<file path="src/rtl/row_layer_mixer.sv">
`default_nettype none
`timescale 1ns/1ps
// ============================================================================
// Module      : row_layer_mixer
// Description : Per-row pixel mixer for the PPU. On a row-start strobe it
//               waits for every enabled layer engine to report its row buffer
//               ready. It then sweeps pixel addresses 0..ROW_WIDTH-1, reads
//               one pixel per layer per address and resolves priority with
//               transparency. The winning palette word (or the backdrop word)
//               is written into the back row RAM.
// Revision    : 1.0 - initial parametrised release
// ----------------------------------------------------------------------------
// Ports:
//   clk                 system clock
//   rst_n               asynchronous active-low reset
//   start_i             single-cycle row-start strobe; aborts a row in flight
//   layer_en_i          layer enable mask, sampled on start
//   backdrop_i          word written where no enabled layer is opaque
//   layer_done_i        level, per layer: row buffer ready
//   pixel_addr_o        pixel address broadcast to all layers
//   layer_pixel_data_i  layer i pixel word at [i*DATA_W +: DATA_W]
//   layer_pixel_prio_i  layer i priority   at [i*PRIO_W +: PRIO_W]
//   rowram_wrdata_o     resolved pixel word
//   rowram_wraddr_o     row RAM write address
//   rowram_wren_o       row RAM write enable
//   busy_o              high whenever the mixer is not idle
//   row_done_o          one-cycle pulse after the last write of a row
// ============================================================================
module row_layer_mixer #(
  parameter  int NUM_LAYERS = 3,
  parameter  int ROW_WIDTH  = 320,
  parameter  int DATA_W     = 9,
  parameter  int CIDX_W     = 4,
  parameter  int PRIO_W     = 2,
  parameter  int READ_LAT   = 1,
  localparam int ADDR_W     = $clog2(ROW_WIDTH)
) (
  input  logic                         clk,
  input  logic                         rst_n,
  input  logic                         start_i,
  input  logic [NUM_LAYERS-1:0]        layer_en_i,
  input  logic [DATA_W-1:0]            backdrop_i,
  input  logic [NUM_LAYERS-1:0]        layer_done_i,
  output logic [ADDR_W-1:0]            pixel_addr_o,
  input  logic [NUM_LAYERS*DATA_W-1:0] layer_pixel_data_i,
  input  logic [NUM_LAYERS*PRIO_W-1:0] layer_pixel_prio_i,
  output logic [DATA_W-1:0]            rowram_wrdata_o,
  output logic [ADDR_W-1:0]            rowram_wraddr_o,
  output logic                         rowram_wren_o,
  output logic                         busy_o,
  output logic                         row_done_o
);

  // --------------------------------------------------------------------------
  // Constants
  // --------------------------------------------------------------------------
  localparam logic [1:0] S_IDLE  = 2'd0;
  localparam logic [1:0] S_WAIT  = 2'd1;
  localparam logic [1:0] S_SCAN  = 2'd2;
  localparam logic [1:0] S_DRAIN = 2'd3;

  localparam logic [ADDR_W-1:0] LAST_ADDR = ADDR_W'(ROW_WIDTH - 1);

  // --------------------------------------------------------------------------
  // State
  // --------------------------------------------------------------------------
  logic [1:0]            state_q,    state_d;
  logic [NUM_LAYERS-1:0] en_q,       en_d;
  logic [DATA_W-1:0]     bd_q,       bd_d;
  logic [ADDR_W-1:0]     addr_q,     addr_d;
  logic                  row_done_q, row_done_d;

  // Read pipeline: tracks which issued addresses are still waiting for their
  // layer data, and which address each one belongs to.
  logic [READ_LAT-1:0]   vld_q;
  logic [ADDR_W-1:0]     padr_q [READ_LAT];

  // Registered write port.
  logic                  wren_q,   wren_d;
  logic [ADDR_W-1:0]     wraddr_q;
  logic [DATA_W-1:0]     wrdata_q, wrdata_d;

  logic                  issue;
  logic                  flush;
  logic                  layers_ready;
  logic                  pipe_empty;

  // Disabled layers count as ready so they can never stall the row.
  assign layers_ready = &(layer_done_i | ~en_q);
  assign pipe_empty   = ~|vld_q;

  // Any start (idle or mid-row) discards whatever is in flight.
  assign flush = start_i;

  // --------------------------------------------------------------------------
  // Control FSM
  // --------------------------------------------------------------------------
  always_comb begin
    state_d    = state_q;
    en_d       = en_q;
    bd_d       = bd_q;
    addr_d     = addr_q;
    row_done_d = 1'b0;
    issue      = 1'b0;

    case (state_q)
      S_IDLE: begin
        // Start handling is shared with the abort path below.
      end

      S_WAIT: begin
        if (layers_ready) begin
          state_d = S_SCAN;
          addr_d  = '0;
        end
      end

      S_SCAN: begin
        issue = 1'b1;
        if (addr_q == LAST_ADDR) begin
          // Address holds at the last pixel; it never wraps.
          state_d = S_DRAIN;
        end else begin
          addr_d = addr_q + ADDR_W'(1);
        end
      end

      S_DRAIN: begin
        // The last write registers in the cycle the pipeline empties, so
        // row_done lands exactly one cycle after that write is visible.
        if (pipe_empty) begin
          state_d    = S_IDLE;
          row_done_d = 1'b1;
        end
      end

      default: begin
        state_d = S_IDLE;
      end
    endcase

    // Start in IDLE begins a row; start anywhere else aborts the current one.
    // Either way the row restarts from WAIT with fresh enables and backdrop,
    // and an aborted row never reports completion.
    if (start_i) begin
      en_d       = layer_en_i;
      bd_d       = backdrop_i;
      state_d    = S_WAIT;
      addr_d     = '0;
      row_done_d = 1'b0;
    end
  end

  always_ff @(posedge clk or negedge rst_n) begin
    if (!rst_n) begin
      state_q    <= S_IDLE;
      en_q       <= '0;
      bd_q       <= '0;
      addr_q     <= '0;
      row_done_q <= 1'b0;
    end else begin
      state_q    <= state_d;
      en_q       <= en_d;
      bd_q       <= bd_d;
      addr_q     <= addr_d;
      row_done_q <= row_done_d;
    end
  end

  // --------------------------------------------------------------------------
  // Read-latency pipeline
  // --------------------------------------------------------------------------
  always_ff @(posedge clk or negedge rst_n) begin
    if (!rst_n) begin
      vld_q <= '0;
      for (int k = 0; k < READ_LAT; k++) begin
        padr_q[k] <= '0;
      end
    end else begin
      vld_q[0]  <= issue & ~flush;
      padr_q[0] <= addr_q;
      for (int k = 1; k < READ_LAT; k++) begin
        vld_q[k]  <= vld_q[k-1] & ~flush;
        padr_q[k] <= padr_q[k-1];
      end
    end
  end

  // --------------------------------------------------------------------------
  // Priority resolution
  // Walk layers from index 0 upward and replace the winner only on strictly
  // higher priority, so equal priorities keep the lower layer index.
  // --------------------------------------------------------------------------
  logic              win_found;
  logic [PRIO_W-1:0] win_prio;
  logic [DATA_W-1:0] cur_data;
  logic [PRIO_W-1:0] cur_prio;

  always_comb begin
    win_found = 1'b0;
    win_prio  = '0;
    wrdata_d  = bd_q;
    cur_data  = '0;
    cur_prio  = '0;
    for (int i = 0; i < NUM_LAYERS; i++) begin
      cur_data = layer_pixel_data_i[i*DATA_W +: DATA_W];
      cur_prio = layer_pixel_prio_i[i*PRIO_W +: PRIO_W];
      if (en_q[i] && (cur_data[CIDX_W-1:0] != '0)) begin
        if (!win_found || (cur_prio > win_prio)) begin
          win_found = 1'b1;
          win_prio  = cur_prio;
          wrdata_d  = cur_data;
        end
      end
    end
  end

  // --------------------------------------------------------------------------
  // Write port
  // A start in the same cycle as a pending write kills it, so nothing from an
  // aborted row reaches the RAM after the abort.
  // --------------------------------------------------------------------------
  assign wren_d = vld_q[READ_LAT-1] & ~start_i;

  always_ff @(posedge clk or negedge rst_n) begin
    if (!rst_n) begin
      wren_q   <= 1'b0;
      wraddr_q <= '0;
      wrdata_q <= '0;
    end else begin
      wren_q <= wren_d;
      if (wren_d) begin
        wraddr_q <= padr_q[READ_LAT-1];
        wrdata_q <= wrdata_d;
      end
    end
  end

  // --------------------------------------------------------------------------
  // Outputs
  // --------------------------------------------------------------------------
  assign pixel_addr_o    = addr_q;
  assign rowram_wren_o   = wren_q;
  assign rowram_wraddr_o = wraddr_q;
  assign rowram_wrdata_o = wrdata_q;
  assign busy_o          = (state_q != S_IDLE);
  assign row_done_o      = row_done_q;

endmodule
`default_nettype wire

</file>
<file path="config.mk">
export PLATFORM = sky130hd
export DESIGN_NAME = row_layer_mixer
export DESIGN_NICKNAME = d
export VERILOG_FILES = /design/src/rtl/row_layer_mixer.sv
export SDC_FILE = /design/constraint.sdc
export NUM_CORES = 1
export LEC_CHECK = 0
export ABC_AREA = 1
export CORE_MARGIN = 3
export CORE_UTILIZATION = 45
export DETAILED_ROUTE_END_ITERATION = 16
export PLACE_DENSITY = 0.79
export SLEW_MARGIN = 20
export SYNTH_ARGS = -nofsm -noshare
export SYNTH_HDL_FRONTEND = slang
export SYNTH_SLANG_ARGS = --single-unit
</file>
<file path="constraint.sdc">
create_clock -name clk -period 8.5 [get_ports clk]
set_clock_uncertainty 0.15 [all_clocks]
set_input_delay 1.7 -clock clk [delete_from_list [all_inputs] [get_ports clk]]
set_output_delay 1.7 -clock clk [all_outputs]
set_load 0.005 [all_outputs]
</file>
* Word level (Yosys, flattened, before mapping) *
Cells that the tools add are included.

operators by class
  add/subtract/negate cells = 1
  magnitude comparators = 2
  eq/ne operators = 8
  mux-type cells = 24
  bitwise operators = 5
  reductions and logical operators = 16

operators by type and width
  cell                 count
  $mux 9               8
  $pmux 9 s2           1
  $reduce_bool 4->1    4
  $mux 2               7
  $ne 3x3->1 const B   4
  $add 9x1->9 const B  1
  $eq 9x9->1 const B   1
  $mux 1               7
  $pmux 2 s3           1
  $reduce_and 3->1     2
  $eq 2x2->1 const B   2
  $gt 2x2->1           2
  $reduce_and 4->1     1
  $logic_and 1x1->1    3
  $not 3->3            1
  $or 3x3->3           1
  $reduce_bool 3->1    1
  $and 1x1->1          2
  $eq 2x1->1 const B   1
  $logic_not 1->1      2
  $logic_or 1x1->1     2
  $reduce_bool 2->1    1
  $not 1->1            1

storage, ports and cells
  flip-flop bits (word level) = 53
  input bits = 51
  output and inout port bits = 30
  word-level logic and storage cells = 66

* Longest topological paths before layout *
Gate-level depths: netlist (run 1).

  word-level depth = 11
  depth in mapped cells = 22
  gate-level depth less buffers = 20

* Worst setup path after synthesis (run 1) *
No wires, ideal clock.

  path type = input to register
  start point = in layer_pixel_data_i[2]
  end point = reg wrdata_q[0], in the netlist rowram_wrdata_o[0]
  library setup time = 0.077 ns
  arrival = 4.030 ns
  data required time = 8.273 ns
  slack = 4.242 ns
  cell stages on the path = 21
  path buffers = 2
  path through = nor2_2 nand2_4 nand2_2 buf_4 nor2_1 ha_1 nand2_1 nand2_1 nand2_4 nand2_4 buf_6 nand2_1 o21ai_0 ha_1 inv_1 nor2_1 o21ai_1 nand2_4 nand2_4 nand3_1 a21oi_1

between the ends
  word-level cells in the longest chain between the ends = 11
  elaborated cells on any way between the ends = 19
  classes of those cells = order compare: 2; mux: 11; reduce/logical: 6

ends and longest elaborated chain
  what                                           line  RTL
  start: declaration                             45    input logic [NUM_LAYERS*DATA_W-1:0] layer_pixel_data_i,
  $reduce_bool 4->1 *                            208   if (en_q[i] && (cur_data[CIDX_W-1:0] != '0)) begin
  $logic_and 1x1->1 *                            208
  $mux 2 or $mux 1 (tied branches)               208
  $gt 2x2->1 or $logic_not 1->1 (tied branches)  209   if (!win_found || (cur_prio > win_prio)) begin
  $logic_or 1x1->1                               209
  $mux 2 or $mux 1 (tied branches)               209
  $mux 2 or $mux 1 (tied branches)               208
  $gt 2x2->1 or $logic_not 1->1 (tied branches)  209
  $logic_or 1x1->1                               209
  $mux 9                                         209
  $mux 9 *                                       208
  end signal: assignment                         234   wrdata_q <= wrdata_d;
  end: declaration                               81    logic [DATA_W-1:0] wrdata_q, wrdata_d;

Mark *: on every way between the ends. The rest lies on a longest branch, timed or not.
A chain may end at the register's enable or synchronous reset.

* Final worst setup path (run 1) *
  start point = in layer_pixel_data_i[3]
  end point = reg wrdata_q[8], in the netlist rowram_wrdata_o[8]

Same word-level chain as after synthesis.

==> metrics.txt, run 1 <==
most frequent cell after synthesis nand2_1; worst slew pin tran 1.02 ns; Iter 0 DRT Violations ~160; Final Max Tran Viols 0; VDD IR max approximately 0.11 mV; largest net degree at the start of global routing 54; vias in the first global route 2383; post-synthesis sequential area ratio 47.6%; Max clock buf depth 2; drt pass-1 iters 4; Worst Path Arrival approximately 4.7 ns; Layout area overhead 34.1%; Final Hold Vio Count 0; yosys warns 0; total global routing overflow 0; Post-Route WL approximately 6.6 mm; part of the cycle the worst path needs a little over half; Max-cap violations 0; Tmin final between 4 and 5 ns; slowest stage cell on the critical path clkdlybuf4s50_1; Setup Buffers After CTS 0; Synth Instances 358; gr usage total 18.9%; Yosys reg bits 53; setup_tns 0 ns; unrepaired setup endpoints after global routing false; critical path's top delay family simple AND/OR/NAND/NOR gates; Synth async-reset ratio 100%; final setup vio count 0; Critical Path Start Type primary input; total power about 0.64 mW; Mean Syn Cell Area 7.78 um^2; kind of critical path primary input to register; layout cells sized above 1 under 10%; Worst Hold Class register to register; initial antenna violation count 0; Clock Latency Late Sink 0.30 ns; vias between 2000 and 2500; post-cts resize count 0; Slew headroom about a third; CP endpoint kind register; starting density of the core 46.7%; Reg area 1330 um^2; Reg2Reg Setup Slack 5.20 ns; delay of the slowest critical-path stage approximately 0.50 ns; Routed Antenna Nets 0; cts hold-fix bufs 0; crit path cell chain clkdlybuf4s50_1, nor2_2, a21oi_2, nand2_1, ha_1, inv_1, o21bai_1, nand2_1, nand2_4, nand2_4, nand2_1, o21ai_0, ha_1, inv_1, nor2_1, o21ai_1, nand2_4, nand2_4, nand3_1, a21oi_1; Fmax roughly 0.22 GHz; Filler Cell Count between 500 and 600; Synthesized Nets 414; Chip Width 84.7 um; synthesized area between 2000 and 3000 um^2; LEAKAGE 1.88 nW; Remaining DRCs 0; Post-Place Worst Slack between 3 and 4 ns; PnR worst setup slack 3.92 ns; top-area cell type share of the netlist area 47.6%; Synth area leader dfrtp_1; Rows 28; Post-synth EDFFs 0; Bufs and invs on worst path 3; I/O Pins between 80 and 90; Post-DP HPWL roughly 5 mm; GPL Wtd Cong approximately 0.85; first-pass GRT wire length ~11 mm; Worst path most repeated cell nand2_4; clock sinks 53; clk slew on worst S/H paths about 0.10 ns; crit path max fanout 13; Via density between 4 and 5; CTS tree done; worst path required time 8.58 ns; Power Density between 150 and 200 nW/um^2; Core ar. 5960 um^2; multi-input logic area 1220 um^2; port buffer count 80; wire per inst roughly 13 um; Final #Nets roughly 490; Root Driver clkbuf_8; H-Tree Depth 2; TritonCTS buffer count 5; Die Span Y ~85 um; Diodes inserted 0; die area between 7000 and 8000 um^2; synth unique cells 31; top cells by area, synth dfrtp_1 48%, nand2_1 15%, nand3_1 6.5%, inv_1 6.5%, o21ai_0 3.6%; outcome completed; Post-synth top cells 108 x nand2_1, 53 x dfrtp_1, 48 x inv_1, 36 x nand3_1; ys flop type dfrtp_1
## state kept, by name (all words and copies together), names as in the netlist
| signal | cells |
|---|---|
| rowram_wraddr_o | 9 |
| en_q | 3 |
| pixel_addr_o | 9 |
| bd_q | 9 |
| padr_q | 9 |
| vld_q | 1 |
| rowram_wren_o | 1 |
| state_q | 2 |
| rowram_wrdata_o | 9 |
| row_done_o | 1 |
## area by class of cell
cell class,instances,area share (%)
well taps,75,2.51
clock buffers,5,1.84
inverters,51,5.19
clock inverters,3,0.704
flip-flops and latches,53,35.5
multi-input cells,245,32.7
repair buffers,81,21.5
## stage by stage
stage          hold slack [ns]  cell area [um^2]  std cells  utilization (%)
2_1_floorplan            0.275              2780        358                -
3_3_place_gp             0.282              3630        505             61.0
3_5_place_dp             0.282              3630        505             61.0
4_1_cts                  0.300              3730        513             62.6
5_1_grt                  0.321              3730        513             62.7
6_report                 0.303              3730        513             62.7
## tightest hold or removal path: cells and delay by family (launching register included)
kind,cells,cell delay [ns]
flip-flops,1,0.33
AND/OR/NAND/NOR,2,0.10
## routing by layer
metal	routed length [um]	part of all wire, %	vias up	global-route usage (%)
met3	262	4.0	5	2.94
li1	-	-	1290	-
met4	55	0.83	0	3.88
met5	0	0	-	0
met1	3060	46	1138	26.3
met2	3230	49	58	31.3
## power breakdown
group	switching (mW)	internal, mW	total (mW)	leakage [nW]
Sequential	0.0184	0.283	0.302	0.690
Clock	0.0864	0.0600	0.146	0.0423
Combinational	0.0923	0.0985	0.191	1.15
## cells by family (layout without fill, tap and decap cells)
kind of cell	count (synthesis)	after routing	synth area share, %
simple gates	199	199	33.1
buf+inv	60	140	8.76
flops	53	53	47.6
compound gates	41	41	8.27
fa+ha+maj	5	5	2.25
## final timing paths
path,from,to,cells after the start
max,layer_pixel_data_i[3],rowram_wrdata_o[8],20
min,padr_q[1],rowram_wraddr_o[1],2
max reg2reg,en_q[0],rowram_wrdata_o[8],19
min reg2reg,padr_q[1],rowram_wraddr_o[1],2
max in group asynchronous,rst_n,pixel_addr_o[1],2
min in group asynchronous,rst_n,rowram_wraddr_o[8],2
## placed cells by master (no fill, tap or decap), drive strengths merged
| cell type | synthesis | routed |
|---|---|---|
| a21o | 1 | 1 |
| nor3 | 4 | 4 |
| or2 | 1 | 1 |
| o22ai | 1 | 1 |
| nand2 | 118 | 118 |
| clkbuf | 2 | 5 |
| a21oi | 13 | 13 |
| inv | 50 | 51 |
| buf | 7 | 2 |
| clkinv | 1 | 1 |
| ha | 5 | 5 |
| nand3 | 38 | 38 |
| o21ai | 25 | 25 |
| clkdlybuf4s50 | 0 | 79 |
| nand3b | 10 | 10 |
| clkinvlp | 0 | 2 |
| o21bai | 1 | 1 |
| nand4 | 4 | 4 |
| nor3b | 1 | 1 |
| dfrtp | 53 | 53 |
| nor2 | 23 | 23 |
Power figures use the tool's default switching activity.
==> run 2, diff against run 1 <==
==> constraint.sdc (replaced) <==
create_clock -name clk -period 4.4 [get_ports clk]
set_clock_uncertainty 0.15 [all_clocks]
set_input_delay 0.88 -clock clk [delete_from_list [all_inputs] [get_ports clk]]
set_output_delay 0.88 -clock clk [all_outputs]
set_load 0.005 [all_outputs]
==> metrics.txt, run 2 (same netlist as run 1, synthesis figures left out) <==
Clock Latency Late Sink 0.30 ns (about the same); final setup vio count 0 (unchanged); Root Driver clkbuf_8; starting density of the core 46.7% (unchanged); die area 7170 um^2 (unchanged); Final Hold Vio Count 0 (unchanged); H-Tree Depth 2 (unchanged); Max clock buf depth 2 (unchanged); Clock power frac 25.7% (+2.8 points); slowest stage cell on the critical path clkdlybuf4s50_1; hold_sp padr_q[6]; gr usage total 18.9% (+0.035 points); Core ar. 5960 um^2 (unchanged); final core utilization 63.2% (+0.46 points); CP endpoint kind register; Reg2Reg Depth 18 (-1); I/O Pins 81 (unchanged); post-cts resize count 0 (unchanged); multi-input logic area 1220 um^2 (-0.41%); Sw Pwr 0.374 mW (+90%); crit path max fanout 13 (unchanged); Fmax approximately 0.26 GHz; Iter 0 DRT Violations 150 (-7.4%); initial antenna violation count 0 (unchanged); Tmin final between 3 and 4 ns; CP Launch Point layer_pixel_data_i[3]; Worst Path Arrival 3.85 ns (-0.81 ns); worst hold stages 2 (unchanged); port buffer count 80 (unchanged); wire per inst 12.9 um (about the same); Setup Buffers After CTS 0 (unchanged); Logic pwr share 28.6% (-1.3 points); Slew headroom 56.4% (+25 points); Bufs and invs on worst path 2 (-1); Filler Cell Count 528 (-0.56%); clock sinks 53 (unchanged); layout cells sized above 1 8.18% (+0.42 points); Layout area overhead 35.1%; largest net degree at the start of global routing 54 (unchanged); total power 1.28 mW (+100%); Power Density 341 nW/um^2 (+99%); unrepaired setup endpoints after global routing false; total global routing overflow 0 (unchanged); Remaining DRCs 0 (unchanged); crit path cell chain clkdlybuf4s50_1, nor2_2, nand2_4, nand2_2, nor2_1, ha_1, nand2_1, nand2_1, nand2_4, nand2_4, o21ai_0, ha_1, inv_1, nor2_1, o21ai_1, nand2_4, nand2_4, nand3_1, a21oi_1; worst slew pin tran 0.654 ns (-0.365 ns); outcome completed; cts hold-fix bufs 0 (unchanged); part of the cycle the worst path needs 86.0%; delay of the slowest critical-path stage 0.45 ns (-0.05 ns); Max-cap violations 0 (unchanged); register share of total power 45.7% (-1.5 points); VDD IR max 0.236 mV (+110%); Diodes inserted 0 (unchanged); Die Span Y 84.7 um (unchanged); Post-DP HPWL 5.06 mm (+0.28%); vias in the first global route 2380 (-0.13%); Final Max Tran Viols 0 (unchanged); Worst path most repeated cell nand2_4; Via density 4.95 (+1.9%); Post-Place Worst Slack 0.300 ns (-3.27 ns); Int Power 0.908 mW (+110%); Reg area 1330 um^2 (unchanged); Reg-to-Reg Start en_q[0]; Switching Share 29.2% (-1.7 points); commonest non-fill, non-tap cell in the layout nand2_1; Final #Nets 495 (+0.41%); critical path's top delay family simple AND/OR/NAND/NOR gates; CTS tree done; Worst Hold Class register to register; PnR worst setup slack 0.616 ns (-3.30 ns); LEAKAGE 1.91 nW (+1.4%); TritonCTS buffer count 5 (unchanged); vias 2549 (+2.3%); Critical Path Start Type primary input; Chip Width 84.7 um (unchanged); setup_tns 0 ns (unchanged); drt pass-1 iters 4 (unchanged); Post-Route WL 6.64 mm (+0.45%); kind of critical path primary input to register; Routed Antenna Nets 0 (unchanged); GPL Wtd Cong 0.849 (about the same); critical path depth 19 (-5.0%); Rows 28 (unchanged); most frequent cells in the layout 108 x nand2_1, 79 x clkdlybuf4s50_1, 53 x dfrtp_1, 48 x inv_1, 36 x nand3_1; worst path required time 4.47 ns (-4.11 ns); first-pass GRT wire length 11.1 mm (+1.0%); clk slew on worst S/H paths 0.10 ns (about the same)
## run 2: cell types whose count changed in the layout (fill, tap and decap cells not counted), sizes merged
cell	previous run	this run
clkinv	1	2
buf	2	4
clkinvlp	2	0
bufinv	0	1
## run 2: per-stage QoR
step | area (um^2) | instances | hold WS, ns
after floorplan | 2780 | 358 | 0.275
after global placement | 3650 | 507 | 0.282
after detailed placement | 3650 | 507 | 0.287
after CTS | 3760 | 515 | 0.307
after global routing | 3760 | 515 | 0.339
final | 3760 | 515 | 0.300
## run 2: cell type report
| type | instances | area share, % |
|---|---|---|
| well taps | 75 | 2.50 |
| repair buffers | 83 | 21.8 |
| multi-input cells | 245 | 32.3 |
| inverters | 51 | 5.16 |
| clock inverters | 3 | 1.16 |
| clock buffers | 5 | 1.83 |
| flip-flops and latches | 53 | 35.3 |
## run 2: worst paths after layout
path,end,slack [ns]
worst max-delay path,rowram_wrdata_o[8],0.62
worst min-delay path,rowram_wraddr_o[6],0.30
worst max register to register,rowram_wrdata_o[8],1.11
worst min register to register,rowram_wraddr_o[6],0.30
max in group asynchronous,state_q[1],3.13
min in group asynchronous,rowram_wraddr_o[8],0.53
## run 2: layer usage
layer  part of all wire [%]  global-route usage [%]  wire length, um
met5                      0                       0                0
met4                   0.56                    3.88               37
met3                    5.2                    4.42              344
met2                     49                    31.6             3270
met1                     45                    25.3             2980
## run 2: worst reg2reg max path, delay by kind of cell, from the launching register on
family	cells	cell delay [ns]
AND/OR/NAND/NOR	8	0.84
flip-flops	1	0.54
adder cells (fa/ha/maj)	2	0.57
AO/OA/AOI/OAI	5	0.87
buffers and inverters	3	0.24
## run 2: power by group through the flow
| stage | Clock, mW | Combinational, mW | Sequential [mW] |
|---|---|---|---|
| final | 0.330 | 0.367 | 0.586 |
| after global routing | 0.360 | 0.406 | 0.596 |
| after CTS | 0.339 | 0.370 | 0.587 |
| after detailed placement | 0 | 0.368 | 0.596 |
| after global placement | 0 | 0.360 | 0.590 |
| after floorplan | 0 | 0.177 | 0.590 |
==> run 3, diff against run 2 <==
--- a/config.mk
+++ b/config.mk
@@ -7,9 +7,11 @@
 export LEC_CHECK = 0
 export ABC_AREA = 1
 export CORE_MARGIN = 3
-export CORE_UTILIZATION = 45
+export CORE_UTILIZATION = 40
 export DETAILED_ROUTE_END_ITERATION = 16
-export PLACE_DENSITY = 0.79
+export DONT_BUFFER_PORTS = 1
+export PLACE_DENSITY = 0.57
+export SKIP_LAST_GASP = 1
 export SLEW_MARGIN = 20
 export SYNTH_ARGS = -nofsm -noshare
 export SYNTH_HDL_FRONTEND = slang
==> metrics.txt, run 3 (same netlist as run 1, synthesis figures left out) <==
outcome completed; Worst Path Arrival 3.48 ns (-0.37 ns); DP Area 2840 um^2 (-22%); Routed Antenna Nets 0 (unchanged); Fmax 0.294 GHz (+11%); Bufs and invs on worst path 3 (+1); total global routing overflow 0 (unchanged); Layout area overhead 5.44%; port buffer count 0 (-100%); Max clock buf depth 2 (unchanged); Clock power frac 26.4% (+0.7 points); final core utilization 44.9% (-18 points); largest net degree at the start of global routing 54 (unchanged); Switching Share 32.6% (+3.4 points); CTS tree done; Final Hold Vio Count 0 (unchanged); Slew headroom 66.9% (+10 points); Reg2Reg Depth 18 (unchanged); total power 1.09 mW (-15%); PnR worst setup slack 1.00 ns (+0.388 ns); Power Density 373 nW/um^2 (+9.3%); Reg-to-Reg Start en_q[0]; R2R Path End rowram_wrdata_o[3]; critical path's top delay family compound AO/OA/AOI/OAI gates; worst slew pin tran 0.497 ns (-0.157 ns); Remaining DRCs 0 (unchanged); LEAKAGE 1.58 nW (-17%); vias in the first global route 2025 (-15%); dpl cells 427 (-16%); Diodes inserted 0 (unchanged); crit path max fanout 13 (unchanged); post-route cell area 2940 um^2 (-22%); drt pass-1 iters 4 (unchanged); Iter 0 DRT Violations 84 (-44%); TritonCTS buffer count 5 (unchanged); Reg2Reg Setup Slack 1.00 ns (-0.11 ns); clock sinks 53 (unchanged); setup_tns 0 ns (unchanged); I/O Pins 81 (unchanged); Chip Width 89.4 um (+5.6%); WHS 0.108 ns (-0.192 ns); initial antenna violation count 0 (unchanged); Via density 5.07 (+2.5%); Sw Pwr 0.356 mW (-4.8%); Int Power 0.738 mW (-19%); Rows 29 (+3.6%); Clock Latency Late Sink 0.30 ns (about the same); Max-cap violations 0 (unchanged); post-cts resize count 0 (unchanged); commonest non-fill, non-tap cell in the layout nand2_1; gr usage total 16.4% (-2.5 points); part of the cycle the worst path needs 77.2% (-8.8 points); Die Span Y 89.4 um (+5.6%); CP endpoint kind register; vias 2206 (-13%); delay of the slowest critical-path stage 0.54 ns (+0.09 ns); Critical Path Start Type register; layout cells sized above 1 9.22% (+1.0 points); register share of total power 54.6% (+8.9 points); crit path cell chain inv_1, a21oi_2, nand2_1, ha_1, inv_1, o21bai_1, nand2_1, nand2_4, nand2_4, o21ai_0, ha_1, inv_1, nor2_1, o21ai_1, nand2_4, nand2_4, nand3_1, a21oi_1; Filler Cell Count 694 (+31%); cts hold-fix bufs 0 (unchanged); GPL Wtd Cong 0.808 (-4.8%); H-Tree Depth 2 (unchanged); Worst Hold Class primary input to asynchronous set/reset pin; Final Max Tran Viols 0 (unchanged); most frequent cells in the layout 108 x nand2_1, 53 x dfrtp_1, 48 x inv_1, 36 x nand3_1, 20 x o21ai_0; Final #Nets 413 (-17%); Logic pwr share 19.0% (-9.6 points); Post-Route WL 6.23 mm (-6.1%); kind of critical path register to register; clk slew on worst S/H paths 0.10 ns (about the same); VDD IR max 0.138 mV (-42%); wire per inst 14.3 um (+11%); unrepaired setup endpoints after global routing false; Finished Layout Cells 435 (-16%); Post-DP HPWL 4.67 mm (-7.7%); Worst path most repeated cell nand2_4; Post-Place Worst Slack 0.714 ns (+0.413 ns); Tmin final 3.40 ns (-0.388 ns); Core ar. 6530 um^2 (+9.7%); first-pass GRT wire length 10.1 mm (-9.1%); die area 8000 um^2 (+12%); Root Driver clkbuf_8; Setup Buffers After CTS 0 (unchanged); starting density of the core 42.6% (-4.1 points); worst path required time 4.49 ns (+0.02 ns); final setup vio count 0 (unchanged); slowest stage cell on the critical path dfrtp_1
## run 3: worst max path at each step
stage                     cells after the start  slack, ns                   from            endpoint
after floorplan                              21       0.96  layer_pixel_data_i[2]  rowram_wrdata_o[0]
after global placement                       18       0.87  layer_pixel_data_i[2]  rowram_wrdata_o[3]
after detailed placement                     18       0.71  layer_pixel_data_i[2]  rowram_wrdata_o[3]
after CTS                                    18       0.98                en_q[0]  rowram_wrdata_o[3]
after global routing                         18       0.57                en_q[0]  rowram_wrdata_o[3]
final                                        18       1.00                en_q[0]  rowram_wrdata_o[3]
## run 3: layout make-up
type,count,area (um^2),share of cell area [%]
Multi-Input combinational cell,245,1220,41.4
Clock inverter,3,26.3,0.895
Sequential cell,53,1330,45.2
Timing Repair Buffer,1,7.51,0.256
Inverter,51,194,6.61
Tap cell,77,96.3,3.28
Clock buffer,5,68.8,2.34
## run 3: power by group through the flow
stage / sequential (mW) / combinational [mW] / clock [mW]
3_5_place_dp: 0.608 / 0.208 / 0
5_1_grt: 0.608 / 0.241 / 0.324
2_1_floorplan: 0.590 / 0.177 / 0
4_1_cts: 0.598 / 0.209 / 0.304
6_report: 0.598 / 0.208 / 0.289
3_3_place_gp: 0.606 / 0.204 / 0
## run 3: metal layers
| metal | up-vias | wire length [um] | GRT usage [%] |
|---|---|---|---|
| met2 | 64 | 2670 | 23.3 |
| li1 | 1128 | - | - |
| met3 | 4 | 424 | 3.96 |
| met1 | 1010 | 3090 | 25.0 |
| met5 | - | 0 | 0 |
| met4 | 0 | 41 | 3.65 |
